`src/rtl/lc3_pkg.sv`:
```
// Shared types and constants for the LC-3 instruction prefetch unit.
package lc3_pkg;

    localparam logic [15:0] LC3_RESET_PC = 16'h3000;

    typedef enum logic [1:0] {
        IDLE = 2'd0,
        REQ  = 2'd1,
        DROP = 2'd2
    } fetch_state_e;

    typedef struct packed {
        logic [15:0] instr;
        logic [15:0] pc;
        logic [15:0] npc;
    } fetch_entry_t;

endpackage

```
`src/rtl/lc3_sync_fifo.sv`:
```
// Show-ahead synchronous FIFO with flush; head is the oldest entry, valid when count != 0.
module lc3_sync_fifo #(
    parameter int WIDTH = 48,
    parameter int DEPTH = 4
) (
    input  logic                         clk,
    input  logic                         rst,
    input  logic                         push,
    input  logic                         pop,
    input  logic                         flush,
    input  logic [WIDTH-1:0]             din,
    output logic [WIDTH-1:0]             head,
    output logic [$clog2(DEPTH+1)-1:0]   count
);
    localparam int PTR_W = $clog2(DEPTH);
    localparam int CNT_W = $clog2(DEPTH+1);

    logic [WIDTH-1:0] mem [DEPTH];
    logic [PTR_W-1:0] wr_ptr;
    logic [PTR_W-1:0] rd_ptr;
    logic             do_push;
    logic             do_pop;

    assign do_push = push && (count != CNT_W'(DEPTH));
    assign do_pop  = pop && (count != '0);

    // Pointers wrap naturally because DEPTH is a power of two.
    always_ff @(posedge clk) begin
        if (rst || flush) begin
            wr_ptr <= '0;
            rd_ptr <= '0;
            count  <= '0;
        end else begin
            if (do_push) wr_ptr <= wr_ptr + PTR_W'(1);
            if (do_pop)  rd_ptr <= rd_ptr + PTR_W'(1);
            case ({do_push, do_pop})
                2'b10:   count <= count + CNT_W'(1);
                2'b01:   count <= count - CNT_W'(1);
                default: count <= count;
            endcase
        end
    end

    always_ff @(posedge clk) begin
        if (do_push) mem[wr_ptr] <= din;
    end

    assign head = mem[rd_ptr];

endmodule

```
`src/rtl/lc3_prefetch_queue.sv`:
```
// Instruction prefetch unit: sequential imem fetch FSM, PC register, redirect/flush,
// and a small queue of {instr, pc, npc} entries feeding decode.
module lc3_prefetch_queue
    import lc3_pkg::*;
#(
    parameter int                DATA_W   = 16,
    parameter int                ADDR_W   = 16,
    parameter int                DEPTH    = 4,
    parameter logic [ADDR_W-1:0] RESET_PC = ADDR_W'(LC3_RESET_PC)
) (
    input  logic                       clk,
    input  logic                       rst,
    input  logic                       enable_fetch,
    input  logic                       br_taken,
    input  logic [ADDR_W-1:0]          taddr,
    input  logic [DATA_W-1:0]          Instr_dout,
    input  logic                       complete_instr,
    output logic                       instrmem_rd,
    output logic [ADDR_W-1:0]          imem_addr,
    output logic                       out_valid,
    input  logic                       out_ready,
    output logic [DATA_W-1:0]          out_instr,
    output logic [ADDR_W-1:0]          out_pc,
    output logic [ADDR_W-1:0]          out_npc,
    output logic [$clog2(DEPTH+1)-1:0] occupancy
);
    localparam int CNT_W   = $clog2(DEPTH+1);
    localparam int ENTRY_W = DATA_W + 2*ADDR_W;

    typedef struct packed {
        logic [DATA_W-1:0] instr;
        logic [ADDR_W-1:0] pc;
        logic [ADDR_W-1:0] npc;
    } entry_t;

    fetch_state_e      state;
    logic [ADDR_W-1:0] pc;
    logic [ADDR_W-1:0] next_addr;
    logic              push;
    logic              pop;
    entry_t            push_entry;
    entry_t            head;
    logic [CNT_W-1:0]  count;

    assign next_addr  = imem_addr + ADDR_W'(1);
    // A redirect in the completion cycle kills the response and beats any pop.
    assign push       = (state == REQ) && complete_instr && !br_taken;
    assign pop        = out_valid && out_ready && !br_taken;
    assign push_entry = '{instr: Instr_dout, pc: imem_addr, npc: next_addr};

    always_ff @(posedge clk) begin
        if (rst) begin
            state       <= IDLE;
            pc          <= RESET_PC;
            instrmem_rd <= 1'b0;
            imem_addr   <= '0;
        end else begin
            case (state)
                IDLE: begin
                    if (enable_fetch && (count < CNT_W'(DEPTH)) && !br_taken) begin
                        instrmem_rd <= 1'b1;
                        imem_addr   <= pc;
                        state       <= REQ;
                    end
                end
                REQ: begin
                    if (complete_instr) begin
                        instrmem_rd <= 1'b0;
                        pc          <= next_addr;
                        state       <= IDLE;
                    end else if (br_taken) begin
                        // Memory cannot abort, so wait out the stale response.
                        state <= DROP;
                    end
                end
                DROP: begin
                    if (complete_instr) begin
                        instrmem_rd <= 1'b0;
                        state       <= IDLE;
                    end
                end
                default: state <= IDLE;
            endcase
            if (br_taken) pc <= taddr;
        end
    end

    lc3_sync_fifo #(
        .WIDTH (ENTRY_W),
        .DEPTH (DEPTH)
    ) u_fifo (
        .clk   (clk),
        .rst   (rst),
        .push  (push),
        .pop   (pop),
        .flush (br_taken),
        .din   (push_entry),
        .head  (head),
        .count (count)
    );

    assign occupancy = count;
    assign out_valid = (count != '0);
    assign out_instr = out_valid ? head.instr : '0;
    assign out_pc    = out_valid ? head.pc    : '0;
    assign out_npc   = out_valid ? head.npc   : '0;

endmodule

```
`config.mk`:
```
export PLATFORM = sky130hd
export DESIGN_NAME = lc3_prefetch_queue
export DESIGN_NICKNAME = d
export VERILOG_FILES = /design/src/rtl/lc3_pkg.sv /design/src/rtl/lc3_sync_fifo.sv /design/src/rtl/lc3_prefetch_queue.sv
export SDC_FILE = /design/constraint.sdc
export NUM_CORES = 1
export LEC_CHECK = 0
export ABC_AREA = 1
export CAP_MARGIN = 15
export CORE_ASPECT_RATIO = 1.75
export CORE_MARGIN = 1
export CORE_UTILIZATION = 50
export CTS_BUF_LIST = sky130_fd_sc_hd__clkbuf_2
export DETAILED_ROUTE_END_ITERATION = 6
export GPL_TIMING_DRIVEN = 1
export HOLD_SLACK_MARGIN = 0.03
export PLACE_DENSITY_LB_ADDON = 0.1
export SLEW_MARGIN = 30
export SYNTH_ARGS = -nofsm -noshare
export SYNTH_HDL_FRONTEND = slang
export SYNTH_SLANG_ARGS = --single-unit
```
`constraint.sdc`:
```
create_clock -name clk -period 13.23 [get_ports clk]
set_input_delay 3.969 -clock clk [delete_from_list [all_inputs] [get_ports clk]]
set_output_delay 3.969 -clock clk [all_outputs]
set_load 0.02 [all_outputs]
```
==> results.toml <==
[cts]
cts_tree = "done"
cts_sinks = 236
clk_latency_ps = 740
clkTransAtPathRegs_ps = 110
cts_setup_buffers = 0
ctsRootBufferMaster = "clkbuf_2"
cts_resized = 0
cts_inserted_buffers = 50
htree_num_levels = 2
ctsHoldBuffers = 0
clockBufferDepth = 3

[sta]
rsz0062_at_grt = "no"
skew_ps = 38.9
maxSlewViolCount = 0
timing.setup.tns_ps = 0
fmax_ghz = 0.130
hold_violations = 0
worst_slew_pin_slew_ps = 892
final.period_utilization_pct = 58.4
finalSetupViolCount = 0
maxSlewHeadroom_pct = 40.4
period_minus_slack_ps = 7720

[layout]
stdcell_count = 1267
fin_area_sq_mm = 0.0113
syn_to_final_growth_pct = 17.2
nets = 1042
final_cell_mix = "207 x nor2_1, 192 x edfxtp_1, 116 x o21ai_0, 106 x clkdlybuf4s50_1, 86 x a21oi_1"
drive_gt1_share_pct = 10.7
final_common_cell = "nor2_1"

[placed_design]
placed_area_sq_mm = 0.0109
detailed_place_hpwl_mm = 13.1
io_buffer_count = 106
dp_cells = 1179
place_congestion = 0.798

[die]
dieArea_sq_mm = 0.0199
core_area_sq_mm = 0.0187
die_height_um = 186
start_util_pct = 51.6
num_rows = 66
ios = 107
dieWidth_um = 107

[synth]
async_flop_share_pct = 0
synth_warnings = 0
netlist.area_leader.share_pct = 59.7
synth_seq_cells = 236
yosysSeqAreaShare_pct = 68.8
syn-num-nets = 922
synth.largest_area_cell = "edfxtp_1"
synth_edf_count = 192
synth_area_sq_mm = 0.00966
ys.flop_type = "edfxtp_1"
netlist_instances = 873
synthTopCellsByArea = "edfxtp_1 60%, dfxtp_1 9.1%, nor2_1 8.2%"
synth.distinct_cells = 34
syn_area_per_cell_sq_um = 11.1

[critical_path]
path_buf_inv = 3
critPathMaxFanout = 49
cp-end-kind = "primary output"
path_class = "reg2out"
arrival_ps = 3750
crit_family = "buffers and inverters"
cp_slowest_cell = "clkinv_2"
r2r_setup_slack_ps = 10630
worst_ep_required_time_ps = 9260
slowest_delay_ps = 810
crit_path_cell_trace = "buf_4 > clkinv_2 > nor2_1 > o21ai_0 > a21oi_1 > clkdlybuf4s50_1"
worstSetupStartpointType = "flip-flop"

[power_and_ir_drop]
power.density_mw_per_mm2 = 119
ir_drop_mv = 0.0806
total_leakage_power_nw = 3.95
total_power_w = 0.00135

[global_route]
grtUsageMet1_pct = 25.8
grt_usage_pct = 22.5
grt_pass1_wl_mm = 33.8
grt_max_degree = 65
grt_overflow_total = 0
antenna_found_initial = 1
use_met2_pct = 41.8
grt_pass1_vias = 6689
top_usage_layer = "met2"
use_met3_pct = 3.43

[routing]
drc = 0
ant_nets = 0
drt-vias-per-instance = 5.31
wl_per_cell_um = 17.2
via_count = 6724
dr.first_iter.drc_count = 399
first_pass_iters = 4
routed_wl_mm = 21.8

[status]
status = "complete, no violations"

[hold_path]
hold_path.class = "reg2reg"

[run]
maxCapViolCount = 0
-- sequential cells by signal (all words and copies together), names as in the netlist, named ones only --
signal and flops:
u_fifo.wr_ptr 2, u_fifo.mem 192, instrmem_rd 1, u_fifo.count 3
state 2, u_fifo.rd_ptr 2, imem_addr 16, pc 16
-- layer usage --
| layer | vias to the layer above | share of wire, % | wire [um] |
|---|---|---|---|
| met1 | 3209 | 40 | 8620 |
| li1 | 3286 | - | - |
| met5 | - | 0 | 0 |
| met4 | 0 | 2.4 | 515 |
| met2 | 187 | 54 | 11700 |
| met3 | 42 | 4.3 | 934 |
-- metrics by stage --
stage / worst slack (ps) / utilization [%] / hold slack [ps]
after floorplan: 6320 / - / 436
after global placement: 6490 / 58.1 / 447
after detailed placement: 6420 / 58.1 / 454
after CTS: 5740 / 60.4 / 478
after global routing: 5200 / 60.4 / 498
final: 5510 / 60.4 / 476
-- cell type report --
cell class | instances | area, sq um
fillers | 1575 | 7420
flip-flops and latches | 236 | 6650
multi-input cells | 543 | 2650
repair buffers | 114 | 1120
clock buffers | 77 | 385
well taps | 238 | 298
inverters | 48 | 181
clock inverters | 10 | 40.0
diodes | 1 | 2.50
-- power by group --
group	switching (W)	total, W	leakage (nW)	internal (W)
combinational	0.0000607	0.000100	1.50	0.0000397
sequential	0.0000182	0.000842	2.12	0.000824
clock	0.000255	0.000407	0.340	0.000152
total	0.000334	0.00135	3.95	0.00102
-- worst paths after layout --
check	endpoint	startpoint	cells past startpoint
max reg2reg	u_fifo.mem[3][40]	state[1]	7
min reg2reg	instrmem_rd	instrmem_rd	2
max	out_npc[10]	flip-flop	6
min	instrmem_rd	instrmem_rd	2
-- worst min-delay path: stages (launching register included) --
cell and delay [ps]:
dfxtp_1 330, nand2_1 60, a21oi_1 50
-- kinds of logic after synthesis --
kind of cell | count (synthesis) | synth area share [%]
xor gates and xnor gates | 9 | 0.893
and+or+nand+nor | 300 | 12.5
AOI/OAI and AO/OA | 223 | 12.1
buffers and inverters | 94 | 4.29
adders and majority gates | 11 | 1.50
DFF | 236 | 68.8
-- synth_stat cells (all sizes together), types with 9 or more instances --
cell and count:
ha 10, dfxtp 44, nand2 60, nor2 216, edfxtp 192, a22o 9, xor2 9, nand3 16
clkbuf 17, buf 29, inv 48, o21ai 121, a21oi 87
Power figures use the tool's default switching activity.
